<file path="src/rtl/ecg_frame_streamer.sv">
// ecg_frame_streamer: buffers one ECG frame from a valid/ready port,
// kicks the classifier, streams the frame, then returns the captured class.
//
// Ports:
//   clk, rst           clock, async active-high reset
//   in_valid/in_ready  host sample write handshake, in_data sample
//   start, ecg_input   classifier kick pulse and sample stream
//   classifier         class index from the classifier
//   res_valid/res_ready result handshake, res_class captured class
//   busy               high whenever not filling the buffer
module ecg_frame_streamer #(
  parameter int DATA_WIDTH  = 8,
  parameter int N_SAMPLES   = 15,
  parameter int PAD_SLOTS   = 1,
  parameter int RESULT_WAIT = 4096,
  parameter int CLS_WIDTH   = 4
) (
  input  logic                  clk,
  input  logic                  rst,
  input  logic                  in_valid,
  output logic                  in_ready,
  input  logic [DATA_WIDTH-1:0] in_data,
  output logic                  start,
  output logic [DATA_WIDTH-1:0] ecg_input,
  input  logic [CLS_WIDTH-1:0]  classifier,
  output logic                  res_valid,
  input  logic                  res_ready,
  output logic [CLS_WIDTH-1:0]  res_class,
  output logic                  busy
);

  localparam int SLOTS = N_SAMPLES + PAD_SLOTS;
  localparam int CW    = $clog2(SLOTS);

  localparam logic [CW-1:0] LAST_WR   = CW'(N_SAMPLES - 1);
  localparam logic [CW-1:0] LAST_SLOT = CW'(SLOTS - 1);
  localparam logic [CW-1:0] N_CNT     = CW'(N_SAMPLES);
  localparam logic [15:0]   LAST_WAIT = 16'(RESULT_WAIT - 1);

  typedef enum logic [2:0] {
    FILL,
    KICK,
    STREAM,
    WAIT,
    RESULT
  } state_t;

  state_t state, state_n;

  logic [DATA_WIDTH-1:0] sbuf [N_SAMPLES];

  logic [CW-1:0] wr_cnt, wr_n;
  logic [CW-1:0] idx, idx_n, idx_nx;
  logic [15:0]   wait_cnt, wait_n;

  logic                  start_n;
  logic [DATA_WIDTH-1:0] ecg_n;
  logic                  rv_n;
  logic [CLS_WIDTH-1:0]  rc_n;

  assign in_ready = (state == FILL);
  assign busy     = (state != FILL);
  assign idx_nx   = idx + 1'b1;

  // Registered outputs are computed for the cycle after this one,
  // so buf[k] appears on ecg_input k+1 cycles after the start cycle.
  always_comb begin
    state_n = state;
    wr_n    = wr_cnt;
    idx_n   = idx;
    wait_n  = wait_cnt;
    start_n = 1'b0;
    ecg_n   = '0;
    rv_n    = res_valid;
    rc_n    = res_class;
    unique case (state)
      FILL: begin
        if (in_valid) begin
          wr_n = wr_cnt + 1'b1;
          if (wr_cnt == LAST_WR) begin
            state_n = KICK;
            start_n = 1'b1;
          end
        end
      end
      KICK: begin
        state_n = STREAM;
        idx_n   = '0;
        ecg_n   = sbuf[0];
      end
      STREAM: begin
        if (idx == LAST_SLOT) begin
          state_n = WAIT;
          wait_n  = '0;
        end else begin
          idx_n = idx_nx;
          if (idx_nx < N_CNT)
            ecg_n = sbuf[idx_nx];
        end
      end
      WAIT: begin
        wait_n = wait_cnt + 16'd1;
        if (wait_cnt == LAST_WAIT) begin
          rv_n    = 1'b1;
          rc_n    = classifier;
          state_n = RESULT;
        end
      end
      RESULT: begin
        if (res_ready) begin
          rv_n    = 1'b0;
          wr_n    = '0;
          state_n = FILL;
        end
      end
      default: state_n = FILL;
    endcase
  end

  always_ff @(posedge clk or posedge rst) begin
    if (rst) begin
      state     <= FILL;
      wr_cnt    <= '0;
      idx       <= '0;
      wait_cnt  <= '0;
      start     <= 1'b0;
      ecg_input <= '0;
      res_valid <= 1'b0;
      res_class <= '0;
    end else begin
      state     <= state_n;
      wr_cnt    <= wr_n;
      idx       <= idx_n;
      wait_cnt  <= wait_n;
      start     <= start_n;
      ecg_input <= ecg_n;
      res_valid <= rv_n;
      res_class <= rc_n;
    end
  end

  // Written only while filling, so the stream is the frame as accepted.
  always_ff @(posedge clk or posedge rst) begin
    if (rst) begin
      for (int i = 0; i < N_SAMPLES; i++)
        sbuf[i] <= '0;
    end else if (state == FILL && in_valid) begin
      sbuf[wr_cnt] <= in_data;
    end
  end

endmodule

</file>
<file path="config.mk">
export PLATFORM = sky130hd
export DESIGN_NAME = ecg_frame_streamer
export DESIGN_NICKNAME = d
export VERILOG_FILES = /design/src/rtl/ecg_frame_streamer.sv
export SDC_FILE = /design/constraint.sdc
export NUM_CORES = 1
export LEC_CHECK = 0
export ABC_AREA = 1
export BUFFER_PORTS_ARGS = -buffer_cell sky130_fd_sc_hd__buf_4
export CAP_MARGIN = 40
export CORE_ASPECT_RATIO = 0.9
export CORE_MARGIN = 4
export CORE_UTILIZATION = 62
export CTS_CLUSTER_SIZE = 8
export DETAILED_ROUTE_END_ITERATION = 6
export PLACE_DENSITY = 0.9
export SYNTH_ARGS = -nofsm -noshare
export SYNTH_HDL_FRONTEND = slang
export SYNTH_SLANG_ARGS = --single-unit
</file>
<file path="constraint.sdc">
create_clock -name clk -period 5.52 [get_ports clk]
set_input_delay 0.276 -clock clk [delete_from_list [all_inputs] [get_ports clk]]
set_output_delay 0.276 -clock clk [all_outputs]
set_load 0.05 [all_outputs]
</file>
==> impl_metrics.env, run 1 <==
export IMPL_status="finished, final reports clean"
export IMPL_yosys_warnings=0
export IMPL_drc_errors=0
export IMPL_rsz0062_at_grt="false"
export IMPL_routedWlPerCell_um=17.0
export IMPL_sw_frac_of_total_pct=21.5
export IMPL_postSynthAreaPerCell_um2=7.85
export IMPL_start_kind="flip-flop"
export IMPL_leakage_nw=4.37
export IMPL_dpl_cell_area_um2=8210
export IMPL_cts_setup_buffers=0
export IMPL_switchingPower_uw=544
export IMPL_syn_to_final_growth_pct=10.7
export IMPL_place_gp_congestion=0.903
export IMPL_grt_pass1_wl_mm=34.2
export IMPL_finalSetupViolations=0
export IMPL_ant_nets=0
export IMPL_cts_tree="yes"
export IMPL_period_share_pct=50.4
export IMPL_hp_class="in -> reg"
export IMPL_worst_slew_pin_slew_ns=0.800
export IMPL_ir_drop_v=0.000234
export IMPL_clockPowerShare_pct=47.2
export IMPL_die_area_um2=14700
export IMPL_worst_slack_ns=2.74
export IMPL_post_place_ws_ns=2.97
export IMPL_clockRootBuffer="clkbuf_16"
export IMPL_cts_clk_slew_worst_paths_ns=0.06
export IMPL_drt_iter0_markers=831
export IMPL_grt_start_max_net_pins=94
export IMPL_worst_setup_path_type="reg -> reg"
export IMPL_synth_seq_cells=161
export IMPL_cts_made_buffers=17
export IMPL_antenna_found_initial=0
export IMPL_core_area_um2=12300
export IMPL_final_min_clock_period_ns=2.78
export IMPL_vias_per_cell=5.95
export IMPL_grt_pass1_vias=7136
export IMPL_cp_end_kind="flip-flop"
export IMPL_drive_gt1_share_pct=8.33
export IMPL_required_ns=5.89
export IMPL_cp_arrival_ns=3.15
export IMPL_synth_cell_types=32
export IMPL_routed_wl_mm=20.3
export IMPL_cp_max_fo=57
export IMPL_nNetsFinal=1045
export IMPL_finish_utilization_pct=71.6
export IMPL_htreeDepth=4
export IMPL_antenna_cells=0
export IMPL_initial_core_util_pct=64.7
export IMPL_slew_headroom_pct=46.2
export IMPL_die_h_um=116
export IMPL_fmax_mhz=360
export IMPL_cts_max_path_buffers=2
export IMPL_finalMaxSlewViolations=0
export IMPL_drtPass1Iterations=5
export IMPL_syn_inst=1014
export IMPL_grt_usage_pct=29.7
export IMPL_clkSinkCount=161
export IMPL_grt_overflow=0
export IMPL_rows=38
export IMPL_skew_ns=0.00545
export IMPL_ios=32
export IMPL_p_per_area_nw_per_um2=287
export IMPL_fin_area_um2=8810
export IMPL_die_width_um=127
export IMPL_combPwrFrac_pct=4.5
export IMPL_clk_insertion_delay_late_ns=0.43
export IMPL_hold_violations=0
export IMPL_yosysSeqAreaShare_pct=50.6
export IMPL_hpwl_mm=13.3
export IMPL_syn_nets=1037
export IMPL_io_buffers=31
export IMPL_max_cap_violations=0
export IMPL_num_vias=7087
export IMPL_power_total_mw=2.53
export IMPL_seq_power_share_pct=48.3
export IMPL_post_cts_resized=0
export IMPL_internal_power_mw=1.98
export IMPL_netlist_area_um2=7960
export IMPL_fin_tns_setup_ns=0
==> through the flow <==
stage | instances | hold slack [ns]
3_3_place_gp | 1159 | 0.467
5_1_grt | 1192 | 0.134
3_5_place_dp | 1161 | 0.230
2_1_floorplan | 1014 | 0.397
6_report | 1192 | 0.0980
4_1_cts | 1191 | 0.0884
==> what timing repair did <==
action | CTS | global route
endpoints found under the hold margin | 20 | 0
setup endpoints to repair | 0 | 0
hold buffers | 1 | 0
==> critical path, cell delays in order (launching register included) <==
cell and delay [ns]:
dfrtp_2 0.58, buf_4 0.56, nand4_1 0.16, nand2_1 0.41
nor2_1 0.12, nor2_1 0.58, nand3_1 0.20, nand2_1 0.11
==> cells in the final DEF (no fill, tap or decap), drive strengths merged, types with 3 or more instances in the layout <==
cell type and count:
o21ai 108, buf 39, a31oi 3, ha 7, nor2 76, inv 115
dfrtp 161, nand3 115, a21oi 53, nor3 9, nand2 296, bufinv 3
clkbuf 24, nand4 7
==> registers in the layout (all words and copies together) (netlist names) <==
name       cells
sbuf         120
wait_cnt      16
ecg_input      8
idx            4
res_class      4
wr_cnt         4
state          3
res_valid      1
start          1
==> cell families after synthesis <==
family / share of synthesized area, %
AO/OA/AOI/OAI: 11.1
XOR/XNOR: 0.330
adder cells (fa/ha/maj): 1.10
buffers and inverters: 8.82
flip-flops: 50.6
AND/OR/NAND/NOR: 28.1
==> synthesized netlist by cell type (all sizes together) <==
master  number  area share, %
o21bai       2           0.19
xor2         2           0.22
nor4         2           0.53
dfrtp      161             51
nand3      115            7.2
nor3         9            1.1
ha           7            1.1
xnor2        1           0.11
a22o         1           0.11
nor2        76            4.5
clkbuf      19           0.93
a21oi       53            3.3
o21a         1          0.094
o21ai      108            6.8
buf         32            2.4
nand2      296             14
o31ai        2           0.19
a31oi        3           0.24
o22ai        2           0.16
nand4        7           0.55
inv        115            5.5
==> layer usage <==
metal	GRT usage [%]	vias to the layer above	share of wire, %
li1	-	3253	-
met1	36.6	3367	39
met2	49.3	392	49
met3	6.22	75	8.0
met4	16.2	0	4.2
met5	0	-	0
==> final timing paths <==
| kind | slack (ns) | to | start | depth (start not counted) |
|---|---|---|---|---|
| setup reg to reg | 2.74 | ecg_input[6] | idx[0] | 7 |
| setup / recovery | 2.74 | ecg_input[6] | idx[0] | 7 |
| max in group asynchronous | 3.80 | idx[0] | rst | 5 |
| min in group asynchronous | 0.34 | wr_cnt[0] | rst | 3 |
| hold / removal | 0.1 | res_class[1] | classifier[1] | 3 |
| hold reg to reg | 0.48 | ecg_input[7] | sbuf[119] | 2 |
==> layout make-up <==
type                    count  area, um^2
clock inverters             5         104
multi-input cells         687        3230
inverters                 115         439
flip-flops and latches    161        4030
repair buffers             40         327
fillers                   926        3500
clock buffers              24         482
well taps                 160         200
==> power groups by stage <==
stage | clock network [mW] | registers [mW] | logic, mW
final | 1.19 | 1.22 | 0.113
after global routing | 1.25 | 1.22 | 0.129
after CTS | 1.20 | 1.22 | 0.114
after detailed placement | 0 | 1.24 | 0.111
after global placement | 0 | 1.24 | 0.105
after floorplan | 0 | 1.24 | 0.0766
Note: power is estimated with default switching activity, not from simulation.
==> run 2: changes to the inputs <==
- CORE_UTILIZATION: 62 -> 56
- PLACE_DENSITY: 0.9 -> 0.86
- clock period: 5.52 -> 2.41 ns (I/O delays scaled with it)
==> run 2 against run 1 <==
Against the previous run:
- clock skew rose by 0.0041 ns
- worst setup slack got worse by 2.3 ns
- sequential share of layout area fell by 1.1 points
- non-clock buffer count rose by 19
==> impl_metrics.env, run 2 (synthesized netlist as in run 1, its figures left out) <==
export IMPL_hold_violations=0
export IMPL_critPathMaxStageDelay_ns=0.47
export IMPL_ant_nets=0
export IMPL_clockRootBuffer="clkbuf_16"
export IMPL_hpwl_mm=12.7
export IMPL_hold_depth=3
export IMPL_grt_start_max_net_pins=77
export IMPL_finalSetupViolations=0
export IMPL_finish_utilization_pct=64.7
export IMPL_io_buffers=31
export IMPL_slew_headroom_pct=58.1
export IMPL_grt_overflow=0
export IMPL_nNetsFinal=1064
export IMPL_drc_errors=0
export IMPL_hp_class="in -> reg"
export IMPL_reg_top3="sbuf: 120 flops, wait_cnt: 16 flops, ecg_input: 8 flops"
export IMPL_initial_core_util_pct=57.1
export IMPL_die_width_um=134
export IMPL_cp_top_family="simple AND/OR/NAND/NOR gates"
export IMPL_antenna_found_initial=0
export IMPL_drive_gt1_share_pct=9.49
export IMPL_period_share_pct=82.1
export IMPL_core_area_um2=14000
export IMPL_fmax_mhz=505
export IMPL_clk_insertion_delay_late_ns=0.44
export IMPL_cts_tree="yes"
export IMPL_p_per_area_nw_per_um2=634
export IMPL_required_ns=2.79
export IMPL_routed_wl_mm=19.5
export IMPL_grt_usage_pct=25.8
export IMPL_crit_slowest_cell="nor2_1"
export IMPL_finalMaxSlewViolations=0
export IMPL_cp_end_kind="flip-flop"
export IMPL_nFillCells=1151
export IMPL_fin_area_um2=9020
export IMPL_regArea_um2=4030
export IMPL_rows=41
export IMPL_grt_pass1_wl_mm=32.8
export IMPL_syn_to_final_growth_pct=13.3
export IMPL_fin_tns_setup_ns=0
export IMPL_worst_setup_path_type="reg -> reg"
export IMPL_routedWlPerCell_um=15.7
export IMPL_cts_max_path_buffers=2
export IMPL_mostFrequentLayoutCells="294 x nand2_1, 160 x dfrtp_1, 115 x nand3_1"
export IMPL_clkSinkCount=161
export IMPL_place_gp_congestion=0.869
export IMPL_skew_ns=0.00960
export IMPL_ir_drop_v=0.000563
export IMPL_critical_path_cell_count=8
export IMPL_vias_per_cell=5.51
export IMPL_cp_arrival_ns=2.36
export IMPL_start_kind="flip-flop"
export IMPL_max_cap_violations=0
export IMPL_rsz0062_at_grt="false"
export IMPL_crit_chain="ha_1 -> xor2_1 -> buf_4 -> nand2_1 -> nor2_1 -> nor2_1 -> nand3_1 -> nand2_1"
export IMPL_cts_made_buffers=17
export IMPL_dpl_cell_area_um2=8310
export IMPL_cp_max_fo=17
export IMPL_die_h_um=121
export IMPL_cts_clk_slew_worst_paths_ns=0.07
export IMPL_leakage_nw=4.43
export IMPL_worst_slew_pin_slew_ns=0.626
export IMPL_grt_pass1_vias=6632
export IMPL_multi_input_area_um2=3230
export IMPL_antenna_cells=0
export IMPL_final_common_cell="nand2_1"
export IMPL_final_min_clock_period_ns=1.98
export IMPL_die_area_um2=16200
export IMPL_status="finished, final reports clean"
export IMPL_ff2ff_path_depth=8
export IMPL_num_vias=6875
export IMPL_largest_reg_flops=120
export IMPL_drt_iter0_markers=701
export IMPL_ios=32
export IMPL_drtPass1Iterations=6
export IMPL_path_buf_inv=1
export IMPL_htreeDepth=4
export IMPL_regMostFlops="sbuf"
-- run 2: layout make-up --
cell class | instances | share of cell area, %
repair buffers | 59 | 5.55
inverters | 115 | 4.85
multi-input cells | 687 | 35.8
clock inverters | 15 | 1.73
well taps | 193 | 2.68
clock buffers | 17 | 4.72
flip-flops and latches | 161 | 44.7
-- run 2: timing repair --
item / 4_1_cts / 5_1_grt
endpoints found under the hold margin: 72 / 0
resized for setup: 0 / 0
hold buffers: 13 / 0
setup buffers: 0 / 0
-- run 2: stage by stage --
step	worst slack [ns]	cells	hold WS, ns	power (mW)
finish	0.430	1247	0.0236	5.72
global placement	0.472	1202	0.219	3.09
detailed placement	0.486	1202	0.231	3.10
global route	0.266	1247	0.0447	5.92
CTS	0.468	1247	0.0161	5.75
floorplan	0.247	1014	0.241	3.01
-- run 2: final timing paths --
path                            start           end  slack, ns
setup / recovery               idx[0]  ecg_input[1]       0.43
hold / removal             in_data[7]      sbuf[95]       0.02
setup reg to reg               idx[0]  ecg_input[1]       0.43
hold reg to reg             sbuf[119]  ecg_input[7]       0.48
max in group asynchronous         rst      sbuf[31]       1.32
min in group asynchronous         rst      sbuf[44]       0.31
-- run 2: worst register-to-register path: stages, from the launching register on --
cell     delay (ns)
dfrtp_2        0.45
ha_1           0.26
xor2_1         0.15
buf_4          0.21
nand2_1        0.09
nor2_1         0.04
nor2_1         0.47
nand3_1        0.15
nand2_1        0.09
-- run 2: power breakdown --
part,switching (mW),internal [mW]
Clock,1.21,1.45
Sequential,0.0299,2.76
Combinational,0.179,0.0952
Total,1.41,4.31
-- run 2: routing by layer --
layer / up-vias / share of wire [%] / wire (um) / track usage, %
met5: - / 0 / 0 / 0
met2: 283 / 48 / 9420 / 41.1
met3: 50 / 6.6 / 1290 / 5.18
li1: 3293 / - / - / -
met1: 3249 / 42 / 8230 / 34.4
met4: 0 / 3.0 / 578 / 11.8
==> run 3: changes to the inputs <==
- CORE_UTILIZATION: 56 -> 62
- PLACE_DENSITY: 0.86 -> 0.9
- clock period: 2.41 -> 2 ns (I/O delays scaled with it)
==> run 3 against run 2 <==
Against the previous run:
- sequential share of layout area fell by 0.67 points
- critical endpoint is now wait_cnt[1]
- register-to-register slack got worse by 0.28 ns
- design area rose by 1.5%
==> impl_metrics.env, run 3 (synthesized netlist as in run 1, its figures left out) <==
export IMPL_status="finished, final reports clean"
export IMPL_hpwl_mm=13.4
export IMPL_syn_to_final_growth_pct=15.0
export IMPL_cp_top_family="simple AND/OR/NAND/NOR gates"
export IMPL_start_kind="flip-flop"
export IMPL_regToRegSetupSlack_ns=0.15
export IMPL_regMostFlops="sbuf"
export IMPL_die_width_um=127
export IMPL_finalMaxSlewViolations=0
export IMPL_reg_top3="sbuf: 120 flops, wait_cnt: 16 flops, ecg_input: 8 flops"
export IMPL_clockRootBuffer="clkbuf_16"
export IMPL_die_area_um2=14700
export IMPL_routed_wl_mm=20.5
export IMPL_critPathMaxStageDelay_ns=0.42
export IMPL_crit_slowest_cell="dfrtp_1"
export IMPL_ir_drop_v=0.000658
export IMPL_drive_gt1_share_pct=11.2
export IMPL_worst_slew_pin_slew_ns=0.571
export IMPL_period_share_pct=92.6
export IMPL_drtPass1Iterations=6
export IMPL_antenna_cells=0
export IMPL_cp_max_fo=6
export IMPL_rows=38
export IMPL_cts_tree="yes"
export IMPL_leakage_nw=4.54
export IMPL_mostFrequentLayoutCells="294 x nand2_1, 160 x dfrtp_1, 114 x nand3_1"
export IMPL_fmax_mhz=540
export IMPL_p_per_area_nw_per_um2=771
export IMPL_place_gp_congestion=0.914
export IMPL_cp_end_kind="flip-flop"
export IMPL_io_buffers=31
export IMPL_drc_errors=0
export IMPL_cts_made_buffers=17
export IMPL_hold_violations=0
export IMPL_fin_tns_setup_ns=0
export IMPL_htreeDepth=4
export IMPL_holdWs_ns=0.0347
export IMPL_required_ns=2.32
export IMPL_cpMostUsedCell="inv_1"
export IMPL_cts_setup_buffers=0
export IMPL_antenna_found_initial=0
export IMPL_drt_iter0_markers=746
export IMPL_largest_reg_flops=120
export IMPL_nNetsFinal=1083
export IMPL_num_vias=7101
export IMPL_nFillCells=830
export IMPL_routedWlPerCell_um=16.7
export IMPL_vias_per_cell=5.76
export IMPL_clkSinkCount=161
export IMPL_initial_core_util_pct=64.7
export IMPL_finalSetupViolations=0
export IMPL_grt_pass1_vias=7218
export IMPL_ios=32
export IMPL_crit_chain="ha_1 -> nand3_1 -> nor2_1 -> inv_1 -> nand2_1 -> inv_1 -> a22o_1"
export IMPL_hp_class="in -> reg"
export IMPL_final_min_clock_period_ns=1.85
export IMPL_clk_insertion_delay_late_ns=0.43
export IMPL_grt_start_max_net_pins=49
export IMPL_core_area_um2=12300
export IMPL_max_cap_violations=0
export IMPL_cts_max_path_buffers=2
export IMPL_die_h_um=116
export IMPL_skew_ns=0.00608
export IMPL_slew_headroom_pct=61.9
export IMPL_rsz0062_at_grt="false"
export IMPL_worst_setup_path_type="reg -> reg"
export IMPL_cts_clk_slew_worst_paths_ns=0.06
export IMPL_grt_usage_pct=29.7
export IMPL_cp_arrival_ns=2.17
export IMPL_final_common_cell="nand2_1"
export IMPL_grt_pass1_wl_mm=34.6
export IMPL_ant_nets=0
export IMPL_path_buf_inv=2
export IMPL_grt_overflow=0
[run 3: changes by cell type in the layout (fill, tap and decap cells not counted), sizes merged]
cell	change
buf	+19
bufinv	+2
clkbuf	+3
clkinvlp	-3
inv	-2
[run 3: power breakdown]
group          leakage (nW)  switching, mW  internal [mW]
combinational          2.38          0.220          0.122
sequential             1.87         0.0374           3.33
clock                 0.283           1.35           2.00
total                  4.54           1.61           5.45
[run 3: metal layers]
metal / vias to the layer above / track usage, % / routed length (um)
met5: - / 0 / 0
met4: 0 / 14.1 / 772
li1: 3322 / - / -
met3: 78 / 5.58 / 1470
met2: 349 / 49.6 / 10100
met1: 3352 / 37.7 / 8250
[run 3: per-stage QoR]
| step | utilization, % | instance area, um^2 | instances | total power [mW] | setup slack (ns) |
|---|---|---|---|---|---|
| floorplan | - | 7970 | 1014 | 3.63 | -0.143 |
| global placement | 68.3 | 8410 | 1188 | 3.73 | 0.160 |
| detailed placement | 68.3 | 8410 | 1188 | 3.74 | 0.119 |
| CTS | 74.3 | 9150 | 1233 | 7.08 | 0.0199 |
| global route | 74.4 | 9160 | 1233 | 7.26 | 0.0119 |
| finish | 74.4 | 9160 | 1233 | 7.06 | 0.147 |
[run 3: what timing repair did]
item                       in CTS  in global routing
hold buffers                   13                  0
hold endpoints to repair       66                  0
setup endpoints to repair       0                 12
resized for setup               0                  5
[run 3: final timing paths]
path                                      to  startpoint  cells past startpoint
max in group asynchronous       ecg_input[6]         rst                      4
worst min-delay path               sbuf[111]  in_data[7]                      3
worst max register to register   wait_cnt[1]      idx[1]                      7
worst min register to register     res_valid   res_valid                      2
min in group asynchronous           sbuf[93]         rst                      3
worst max-delay path             wait_cnt[1]      idx[1]                      7
[run 3: area by class of cell]
| cell class | instances | area, um^2 | share of cell area (%) |
|---|---|---|---|
| sequential | 161 | 4030 | 44.0 |
| clock inverter | 12 | 156 | 1.71 |
| timing repair buffer | 78 | 647 | 7.06 |
| tap | 160 | 200 | 2.19 |
| inverter | 115 | 438 | 4.78 |
| multi-input combinational | 687 | 3240 | 35.4 |
| clock buffer | 20 | 447 | 4.88 |
[run 3: worst register-to-register path, cell delays in order, from the launching register on]
cell and delay (ns):
dfrtp_1 0.42, ha_1 0.26, nand3_1 0.13, nor2_1 0.25, inv_1 0.18, nand2_1 0.19, inv_1 0.12, a22o_1 0.20
